### config.mk
export PLATFORM = sky130hd
export DESIGN_NAME = sample_scheduler
export DESIGN_NICKNAME = d
export VERILOG_FILES = /design/src/rtl/sample_scheduler.sv
export SDC_FILE = /design/constraint.sdc
export NUM_CORES = 1
export LEC_CHECK = 0
export BUFFER_PORTS_ARGS = -buffer_cell sky130_fd_sc_hd__buf_2
export CAP_MARGIN = 20
export CORE_AREA = 2 2 285 287
export CTS_CLUSTER_SIZE = 24
export DETAILED_ROUTE_END_ITERATION = 8
export DIE_AREA = 0 0 287 289
export PLACE_DENSITY = 0.55
export SKIP_LAST_GASP = 1
export SLEW_MARGIN = 20
export SYNTH_ARGS = -nofsm -noshare
export SYNTH_HDL_FRONTEND = slang
export SYNTH_SLANG_ARGS = --single-unit
### constraint.sdc
create_clock -name clk -period 5.7 [get_ports clk]
set_clock_uncertainty 0.05 [all_clocks]
set_input_delay 0.285 -clock clk [delete_from_list [all_inputs] [get_ports clk]]
set_output_delay 0.285 -clock clk [all_outputs]
set_load 0.005 [all_outputs]
### src/rtl/sample_scheduler.sv
// sample_scheduler
//   Walks a regular subsample grid across a triangle's bounding box in raster
//   order, one sample per cycle, holding the triangle and colour stable.
//   A new triangle is accepted only once the current one is exhausted.
//   halt_RnnH freezes the walk; a sample is consumed on cycles where
//   validSamp_R16H=1 and halt_RnnH=0. All outputs are registered.
//
// Ports
//   clk              clock
//   rst              synchronous reset, active low
//   tri_R14S         incoming triangle vertices [VERTS][AXIS]
//   color_R14U       incoming colour [COLORS]
//   bbox_R14S        bounding box, [0]=lower-left, [1]=upper-right, [.][0]=x, [.][1]=y
//   subSample_R14U   samples-per-axis shift s, step = 1 << (RADIX - s)
//   validTri_R14H    incoming triangle valid
//   readyTri_R14H    scheduler can accept a triangle
//   halt_RnnH        downstream stall
//   tri_R16S         held triangle
//   color_R16U       held colour
//   sample_R16S      current sample (x,y)
//   validSamp_R16H   sample_R16S valid
//   sampCount_R16U   (SAMPLE_SCHED_PERF_EN) saturating count of consumed samples
//   stallCount_R16U  (SAMPLE_SCHED_PERF_EN) saturating count of stalled sample cycles
//
// Build option: define SAMPLE_SCHED_PERF_EN to add the two performance counters.
//
// States
//   state    | meaning
//   ST_WAIT  | idle, ready for a triangle, no sample presented
//   ST_TEST  | presenting grid samples of the held triangle

module sample_scheduler #(
    parameter int SIGFIG = 24,
    parameter int RADIX  = 10,
    parameter int VERTS  = 3,
    parameter int AXIS   = 3,
    parameter int COLORS = 3
) (
    input  logic                     clk,
    input  logic                     rst,
    input  logic signed [SIGFIG-1:0] tri_R14S [VERTS][AXIS],
    input  logic        [SIGFIG-1:0] color_R14U [COLORS],
    input  logic signed [SIGFIG-1:0] bbox_R14S [2][2],
    input  logic        [1:0]        subSample_R14U,
    input  logic                     validTri_R14H,
    output logic                     readyTri_R14H,
    input  logic                     halt_RnnH,
    output logic signed [SIGFIG-1:0] tri_R16S [VERTS][AXIS],
    output logic        [SIGFIG-1:0] color_R16U [COLORS],
    output logic signed [SIGFIG-1:0] sample_R16S [2],
    output logic                     validSamp_R16H
`ifdef SAMPLE_SCHED_PERF_EN
    ,
    output logic        [31:0]       sampCount_R16U,
    output logic        [31:0]       stallCount_R16U
`endif
);

    typedef enum logic {
        ST_WAIT = 1'b0,
        ST_TEST = 1'b1
    } state_t;

    localparam logic [SIGFIG-1:0] STEP_ONE = {{(SIGFIG-1){1'b0}}, 1'b1};

    state_t state_q;
    state_t state_nxt;

    logic signed [SIGFIG-1:0] ll_x;
    logic signed [SIGFIG-1:0] ur_x;
    logic signed [SIGFIG-1:0] ur_y;
    logic        [SIGFIG-1:0] step;

    // One extra bit so that stepping past a bound near +max never wraps.
    logic signed [SIGFIG:0] next_x;
    logic signed [SIGFIG:0] next_y;
    logic signed [SIGFIG:0] ur_x_ext;
    logic signed [SIGFIG:0] ur_y_ext;
    logic                   x_fits;
    logic                   y_fits;
    logic                   bbox_ok;

    logic accept;
    logic advance;
    logic last;

    always_comb begin
        next_x   = $signed({sample_R16S[0][SIGFIG-1], sample_R16S[0]}) + $signed({1'b0, step});
        next_y   = $signed({sample_R16S[1][SIGFIG-1], sample_R16S[1]}) + $signed({1'b0, step});
        ur_x_ext = $signed({ur_x[SIGFIG-1], ur_x});
        ur_y_ext = $signed({ur_y[SIGFIG-1], ur_y});
        x_fits   = (next_x <= ur_x_ext);
        y_fits   = (next_y <= ur_y_ext);
        bbox_ok  = (bbox_R14S[0][0] <= bbox_R14S[1][0]) &&
                   (bbox_R14S[0][1] <= bbox_R14S[1][1]);
    end

    always_comb begin
        state_nxt = state_q;
        accept    = 1'b0;
        advance   = 1'b0;
        last      = 1'b0;
        case (state_q)
            ST_WAIT: begin
                // readyTri_R14H gates acceptance so nothing is taken on the
                // cycle right after reset, when ready is still low.
                if (readyTri_R14H && validTri_R14H) begin
                    accept = 1'b1;
                    if (bbox_ok) begin
                        state_nxt = ST_TEST;
                    end
                end
            end
            ST_TEST: begin
                if (!halt_RnnH) begin
                    advance = 1'b1;
                    if (!x_fits && !y_fits) begin
                        last      = 1'b1;
                        state_nxt = ST_WAIT;
                    end
                end
            end
            default: state_nxt = ST_WAIT;
        endcase
    end

    always_ff @(posedge clk) begin
        if (!rst) begin
            state_q        <= ST_WAIT;
            readyTri_R14H  <= 1'b0;
            validSamp_R16H <= 1'b0;
            ll_x           <= '0;
            ur_x           <= '0;
            ur_y           <= '0;
            step           <= '0;
            sample_R16S[0] <= '0;
            sample_R16S[1] <= '0;
            for (int v = 0; v < VERTS; v++) begin
                for (int a = 0; a < AXIS; a++) begin
                    tri_R16S[v][a] <= '0;
                end
            end
            for (int c = 0; c < COLORS; c++) begin
                color_R16U[c] <= '0;
            end
        end else begin
            state_q        <= state_nxt;
            readyTri_R14H  <= (state_nxt == ST_WAIT);
            validSamp_R16H <= (state_nxt == ST_TEST);
            if (accept) begin
                tri_R16S       <= tri_R14S;
                color_R16U     <= color_R14U;
                ll_x           <= bbox_R14S[0][0];
                ur_x           <= bbox_R14S[1][0];
                ur_y           <= bbox_R14S[1][1];
                step           <= STEP_ONE << (RADIX - int'(subSample_R14U));
                sample_R16S[0] <= bbox_R14S[0][0];
                sample_R16S[1] <= bbox_R14S[0][1];
            end else if (advance && !last) begin
                // The final sample is left in place; only validSamp_R16H drops.
                if (x_fits) begin
                    sample_R16S[0] <= next_x[SIGFIG-1:0];
                end else begin
                    sample_R16S[0] <= ll_x;
                    sample_R16S[1] <= next_y[SIGFIG-1:0];
                end
            end
        end
    end

`ifdef SAMPLE_SCHED_PERF_EN
    always_ff @(posedge clk) begin
        if (!rst) begin
            sampCount_R16U  <= '0;
            stallCount_R16U <= '0;
        end else begin
            if (validSamp_R16H && !halt_RnnH && (sampCount_R16U != '1)) begin
                sampCount_R16U <= sampCount_R16U + 32'd1;
            end
            if (validSamp_R16H && halt_RnnH && (stallCount_R16U != '1)) begin
                stallCount_R16U <= stallCount_R16U + 32'd1;
            end
        end
    end
`endif

endmodule

# Yosys cells after proc, flatten, opt, wreduce, memory -nomap -nowiden
# Cells that the tools add are included.
# word_totals
regBits,434
in_bits,390
out_inout_bits,338
elab_cells,56
# op_classes
n_addsub,3
n_lt_le_gt_ge,4
eq_ne,1
n_shift,1
mux,16
bitwise_logic,2
reduce_logical,9
# ops
cell,count
$mux 48,2
$add 24x25->25,2
$le 25x24->1,2
$le 24x24->1,2
$mux 24,2
$shl 1x32->24 const A,1
$mux 1,11
$sub 4x2->5 const A,1
$logic_and 1x1->1,4
$logic_not 1->1,3
$ne 2x1->1 const B,1
$not 1->1,2
$pmux 1 s2,1
$reduce_and 2->1,1
$reduce_bool 2->1,1

# Depth between registers and ports, before layout
# Gate-level depths: netlist (run 1).
# logic_depth
depth_word,11
mapped_depth,23
ltp_nobuf,20

# Least setup slack after synthesis (run 1)
# OpenSTA, ideal clock, no wires.
# synth_timing
kind,reg-to-reg
from,reg step[4]
to,reg sample_R16S[25] (netlist bit)
setup_time_ps,122
arrival_time_ps,4456
t_required_ps,5528
path_slack_ps,1073
stages_incl_launch_ff,22
n_path_buf,3
period_less_slack_ps,4627
path_cell_list,dfxtp_1 > ha_1 > inv_1 > fa_1 > nand2b_1 > a21oi_1 > o31a_1 > o2111ai_1 > a21oi_1 > o211ai_1 > xnor2_1 > ha_1 > a21o_1 > a211o_1 > a221o_1 > nor3_2 > or2_1 > buf_4 > buf_6 > buf_4 > a211oi_1 > a221o_1
# synth_between
elab_chain_len,10
# synth_rtl
item,line,text
"start, declared",72,logic [SIGFIG-1:0] step;
"start signal, assigned",156,step <= STEP_ONE << (RADIX - int'(subSample_R14U));
"$add 24x25->25, on equally long branches","88, 89",
"$le 25x24->1, on equally long branches","92, 93",
$logic_not 1->1,117,if (!x_fits && !y_fits) begin
$logic_and 1x1->1,117,
$mux 1,117,
$mux 1,115,if (!halt_RnnH) begin
$mux 1,103,case (state_q)
$logic_not 1->1,159,end else if (advance && !last) begin
$logic_and 1x1->1,159,
$reduce_bool 2->1 (no source line),-,
"end, declared",50,"output logic signed [SIGFIG-1:0] sample_R16S [2],"
# Several ways; a longest one is shown, not always the timed one. The select of a mux whose other input is x is not followed.
# A chain may end at the register's enable or synchronous reset.

# Final worst setup path (run 1)
# layout_timing
from,reg step[4]
to,reg sample_R16S[41] (netlist bit)
# The elaborated chain is that of the path after synthesis.

==> results of run 1 <==
==> cells by family after synthesis <==
group	Yosys count	synth area share, %
fa+ha+maj	132	8.55
compound gates	636	18.5
flops	423	43.4
xor+xnor	35	1.57
buf+inv	269	5.31
simple gates	1014	21.6
mux	21	1.10
==> Yosys cell counts, drive strengths merged (4+ instances only) <==
| cell type | n | area [um^2] |
|---|---|---|
| a211oi | 9 | 67.6 |
| o31ai | 4 | 30.0 |
| nand3b | 4 | 30.0 |
| inv | 119 | 447 |
| xnor2 | 27 | 236 |
| clkbuf | 138 | 519 |
| o22ai | 4 | 25.0 |
| o311a | 4 | 40.0 |
| o211ai | 14 | 105 |
| a41oi | 5 | 43.8 |
| nor3 | 18 | 106 |
| dfxtp | 423 | 8470 |
| o21ai | 67 | 343 |
| nand2b | 6 | 37.5 |
| nor2 | 53 | 199 |
| and2 | 7 | 43.8 |
| or2 | 7 | 43.8 |
| o21a | 13 | 105 |
| buf | 12 | 70.1 |
| a22oi | 5 | 37.5 |
| mux2 | 4 | 45.0 |
| nand4b | 4 | 41.3 |
| nor2b | 4 | 25.0 |
| xor2 | 8 | 70.1 |
| ha | 130 | 1630 |
| and4 | 7 | 61.3 |
| a31oi | 13 | 81.3 |
| nand3 | 39 | 200 |
| a221o | 8 | 80.1 |
| a21oi | 436 | 2180 |
| or3 | 14 | 87.6 |
| o2111ai | 7 | 61.3 |
| and3 | 19 | 119 |
| nand2 | 806 | 3030 |
| mux2i | 17 | 170 |
| a211o | 5 | 43.8 |
| a21o | 18 | 135 |
| nand4 | 20 | 131 |
==> power breakdown <==
group | internal [mW] | total (mW) | switching [mW]
clock network | 2.08 | 3.44 | 1.37
registers | 3.14 | 3.26 | 0.119
logic | 0.723 | 1.64 | 0.919
total | 5.94 | 8.34 | 2.41
==> path summary, 6_finish.rpt <==
path,from,end,slack [ps],cells past startpoint
max,step[4],sample_R16S[41],370,21
min,bbox_R14S[53],sample_R16S[5],30,3
max reg2reg,step[4],sample_R16S[41],370,21
min reg2reg,color_R16U[43],color_R16U[43],400,2
==> flip-flops by register name, summed over array words and instances (netlist names) <==
signal	count
color_R16U	72
ll_x	24
readyTri_R14H	1
sample_R16S	48
state_q	1
step	13
tri_R16S	216
ur_x	24
ur_y	24
==> layout make-up <==
type                       count  area, um^2
antenna                       10        25.0
clock buffer                  77        1570
clock inverter                18         218
fill                        8327       50100
inverter                     119         454
multi-input combinational   1838       10000
sequential                   423        8470
tap                         1060        1330
timing repair buffer        1128        7680
==> worst max-delay path, delay by kind of cell, from the launching register on <==
kind                     cells  cell delay, ps
AO/OA/AOI/OAI                8            1770
AND/OR/NAND/NOR              6            1350
adder cells (fa/ha/maj)      3             960
buffers and inverters        3             460
flip-flops                   1             420
XOR/XNOR                     1             200
==> per-layer routing <==
layer	vias up	track usage, %	wire length (um)
li1	10600	-	-
met1	9958	21.7	32900
met2	612	29.9	37600
met3	174	4.75	5300
met4	12	7.58	3180
met5	-	0	73
==> stage by stage <==
stage	hold WS [ps]	utilization (%)	instance area, um^2
2_1_floorplan	344	-	19500
3_3_place_gp	389	30.2	24100
3_5_place_dp	393	30.2	24100
4_1_cts	6.55	37.2	29700
5_1_grt	35.7	37.2	29800
6_report	28.3	37.3	29800
==> what timing repair did <==
action / CTS / global route
hold buffers: 382 / 0
gates resized for setup: 0 / 6
buffers inserted: 0 / 1
hold endpoints to repair: 395 / 0
endpoints found under the setup margin: 0 / 38
==> flow_summary.yaml, run 1 <==
status:
  status: "completed"
cells_and_area:
  layout.cells.non_filler: 4673
  drive_gt1_share_pct: 23.9
  nets: 4083
  layout_common_cells: "nand2_1, buf_2, a21oi_1"
  final_common_cell: "nand2_1"
  area_growth_pct: 52.7
sta:
  final_hold_viol_count: 0
  fin_tns_setup_ps: 0
  fmax_mhz: 188
  slew_headroom_pct: 24.4
  setup_ws_ps: 369
  rsz0062_at_grt: "false"
  timing.final.crit_share_pct: 93.5
  setup_viol: 0
  drv_slew: 0
  worstMarginPinSlew_ps: 1130
  min_period_ps: 5330
synthesis:
  synth_edf_count: 0
  async_flop_share_pct: 0
  ys_seq_area_share_pct: 43.4
  ys_ff_latch: 423
  yosys_warnings: 0
  ys_types: 71
  avgSynthCellArea_um2: 7.71
  synth_fp_nets: 3052
  synth_flop_cell: "dfxtp_1"
  postSynthCellCount: 2530
  synthesis.area_um2: 19500
floorplanning:
  initial_utilization_pct: 24.4
  rows: 104
  design.die.area_um2: 82900
  die_w_um: 287
  boundaryPins: 728
  core_area_um2: 79900
  die_y_um: 289
power:
  p_total_mw: 8.34
  power_density_nw_per_um2: 280
  vdd_drop_max_mv: 0.247
  p_leak_nw: 13.4
critical_path:
  critPathCaptureType: "flop"
  critPathSlowestCell: "dfxtp_1"
  crit_chain: "ha_1, inv_1, fa_1, nand2b_1, a21oi_2, o31a_1, o2111ai_1, a21oi_1, buf_4, o211ai_1, xnor2_1, ha_1, and4_1, nand4_1, o31ai_2, nor3_2, or2_2, buf_4, and3_1, a211o_1, o221a_2"
  slowest_delay_ps: 420
  path_class: "flop to flop"
  arrival_ps: 5770
  worst_setup_path_start_kind: "flop"
  cp_data_required_time_ps: 6140
  worstPathMaxFanout: 10
placed_design:
  gp_congestion: 0.881
  hpwl_mm: 56.9
  io_buffer_count: 727
  pre_cts_ws_ps: 303
  placedCellCount: 4185
route:
  wl_per_cell_um: 16.9
  ant_nets: 0
  num_vias: 21400
  drt_iter0_drc: 1287
  routed_wl_mm: 79.0
  routed_via_density: 4.57
  route.detailed.drc: 0
  first_pass_iters: 7
clock_tree:
  cts_tree: "done"
  cts_sinks: 423
  clk_latency_ps: 600
  clkSlewWorstSetupHoldPaths_ps: 60
  cts_buffer_depth: 3
  ctsRootBufferMaster: "clkbuf_16"
  cts_max_level: 2
  cts_buffers: 51
global_route:
  grt_max_degree: 171
  grt_pass1_wl_mm: 118
  grt_overflow: 0
  grt_pass1_vias: 20800
  antenna_found_initial: 12
  grtUsageTotal_pct: 17.9
worst_hold_path:
  hold_path_class: "input pin to flop"
run:
  maxCapViolations: 0
No activity file was read; power rests on OpenSTA's default activity.
==> run 2, diff against run 1 <==
--- a/config.mk
+++ b/config.mk
@@ -7,11 +7,13 @@
 export LEC_CHECK = 0
 export BUFFER_PORTS_ARGS = -buffer_cell sky130_fd_sc_hd__buf_2
 export CAP_MARGIN = 20
-export CORE_AREA = 2 2 285 287
+export CORE_AREA = 2 2 283 285
 export CTS_CLUSTER_SIZE = 24
 export DETAILED_ROUTE_END_ITERATION = 8
-export DIE_AREA = 0 0 287 289
-export PLACE_DENSITY = 0.55
+export DIE_AREA = 0 0 285 287
+export PLACE_DENSITY = 0.56
+export REMOVE_ABC_BUFFERS = 1
+export SKIP_CTS_REPAIR_TIMING = 1
 export SKIP_LAST_GASP = 1
 export SLEW_MARGIN = 20
 export SYNTH_ARGS = -nofsm -noshare
==> run 2 against run 1 <==
  * Maximum frequency is 1.4% higher
  * Cell count is 0.19% lower
  * Largest power group unchanged
  * Die area is 1.4% lower
  * Wire length is 11% higher
  * Hold slack worse by 18 ps
  * Setup slack better by 74 ps
  * Sequential power hardly changed
  * Flip-flop and latch count stayed put
==> flow_summary.yaml, run 2 (synthesized netlist as in run 1, its figures left out) <==
status:
  status: "completed"
global_route:
  grt_pass1_vias: 18800
  grt_pass1_wl_mm: 121
  grtUsageTotal_pct: 19.5
  grt_max_degree: 201
  grt_overflow: 0
  antenna_found_initial: 15
cells_and_area:
  largest_register_ff_count: 216
  layout_common_cells: "nand2_1, buf_2, a21oi_1"
  final.fill_count: 8277
  area_growth_pct: 52.2
  multi_input_area_um2: 10000
  top_regs: "tri_R16S (216), color_R16U (72), sample_R16S (48)"
  final_common_cell: "nand2_1"
  nets: 4085
  drive_gt1_share_pct: 23.7
  seqCellArea_um2: 8470
  regMostFlops: "tri_R16S"
route:
  wl_per_cell_um: 18.8
  ant_nets: 0
  routed_wl_mm: 87.5
  routed_via_density: 4.62
  drt_iter0_drc: 1198
  first_pass_iters: 7
  route.detailed.drc: 0
  num_vias: 21500
critical_path:
  worstPathMaxFanout: 9
  critPathCaptureType: "flop"
  path_class: "flop to flop"
  worst_setup_path_start_kind: "flop"
  arrival_ps: 5710
  reg2reg_slack_ps: 440
  cp_data_required_time_ps: 6150
placed_design:
  io_buffer_count: 727
  hpwl_mm: 64.7
  gp_congestion: 0.904
clock_tree:
  clk_latency_ps: 600
  ctsRootBufferMaster: "clkbuf_16"
  clkSlewWorstSetupHoldPaths_ps: 70
  cts_buffer_depth: 3
  cts_sinks: 423
  cts_buffers: 51
  cts_tree: "done"
  cts_max_level: 2
sta:
  slew_headroom_pct: 19.0
  drv_slew: 0
  fmax_mhz: 190
  final_hold_viol_count: 0
  setup_viol: 0
  min_period_ps: 5260
  hold_slack_ps: 10.6
  worstMarginPinSlew_ps: 1220
  timing.final.crit_share_pct: 92.2
  rsz0062_at_grt: "false"
floorplanning:
  die_w_um: 285
  rows: 103
  initial_utilization_pct: 24.8
  boundaryPins: 728
  core_area_um2: 78600
  design.die.area_um2: 81800
  die_y_um: 287
power:
  vdd_drop_max_mv: 0.231
  power_density_nw_per_um2: 282
  clkPwrFrac_pct: 41.1
  power_frac_comb_pct: 20.0
  p_int_mw: 5.89
  p_total_mw: 8.36
  power_frac_seq_pct: 39.0
  p_leak_nw: 13.4
  power_switching_mw: 2.47
  power.share.switching_pct: 29.5
worst_hold_path:
  hold_path_class: "input pin to flop"
run:
  maxCapViolations: 0
==> run 2: changes by cell type in the layout (fill, tap and decap cells not counted), moves of 3 or more <==
| cell | previous run | this run |
|---|---|---|
| dlygate4sd3_1 | 382 | 379 |
| clkbuf_1 | 8 | 14 |
| clkinv_2 | 8 | 4 |
| buf_12 | 6 | 3 |
| buf_4 | 13 | 21 |
| clkbuf_8 | 17 | 9 |
==> run 2: worst paths after layout <==
path | start | end | cells past startpoint
worst min register to register | tri_R16S[6] | tri_R16S[6] | 2
worst max register to register | step[4] | sample_R16S[31] | 21
worst min-delay path | bbox_R14S[55] | sample_R16S[7] | 3
worst max-delay path | step[4] | sample_R16S[31] | 21
==> run 2: cell type report <==
class	instances	share of cell area [%]
Sequential cell	423	28.5
Clock inverter	17	0.907
Inverter	119	1.53
Tap cell	1050	4.43
Timing Repair Buffer	1130	25.8
Clock buffer	75	4.98
Multi-Input combinational cell	1838	33.7
Antenna cell	12	0.101
==> run 2: metal layers <==
layer | GRT usage, % | part of all wire, % | up-vias
met4 | 8.08 | 4.5 | 12
li1 | - | - | 10600
met5 | 0 | 0.094 | -
met1 | 22.8 | 41 | 9969
met3 | 6.50 | 6.8 | 194
met2 | 32.5 | 48 | 760
==> run 2: power by group through the flow <==
stage                     Combinational (mW)  Clock, mW  Sequential, mW
after global routing                    1.83       3.63            3.28
final                                   1.67       3.43            3.26
after floorplan                        0.848          0            3.31
after detailed placement                1.45          0            3.32
after CTS                               1.45       3.52            3.25
after global placement                  1.44          0            3.31
==> run 2: stage by stage <==
step           util (%)  instance area [um^2]  cells  worst slack, ps   TNS, ps
3_3_place_gp       30.6                 24100   4181              648         0
4_1_cts            32.9                 25800   4273              476         0
6_report           37.7                 29700   4664              443         0
3_5_place_dp       30.6                 24100   4181              510         0
5_1_grt            37.7                 29600   4657             64.3         0
2_1_floorplan         -                 18900   2380            -8780  -2682670
==> run 2: critical path, stage by stage (launching register included) <==
cell,delay (ps)
dfxtp_1,420
ha_1,230
inv_1,60
fa_1,400
nand2b_1,180
a21oi_1,240
o31a_1,260
o2111ai_1,190
a21oi_1,180
buf_4,170
o211ai_1,140
xnor2_1,180
ha_1,320
and4_1,280
nand4_1,130
o31ai_1,310
nor3_2,90
or2_1,310
o21ai_2,410
buf_4,260
nand3_1,90
a41oi_1,240
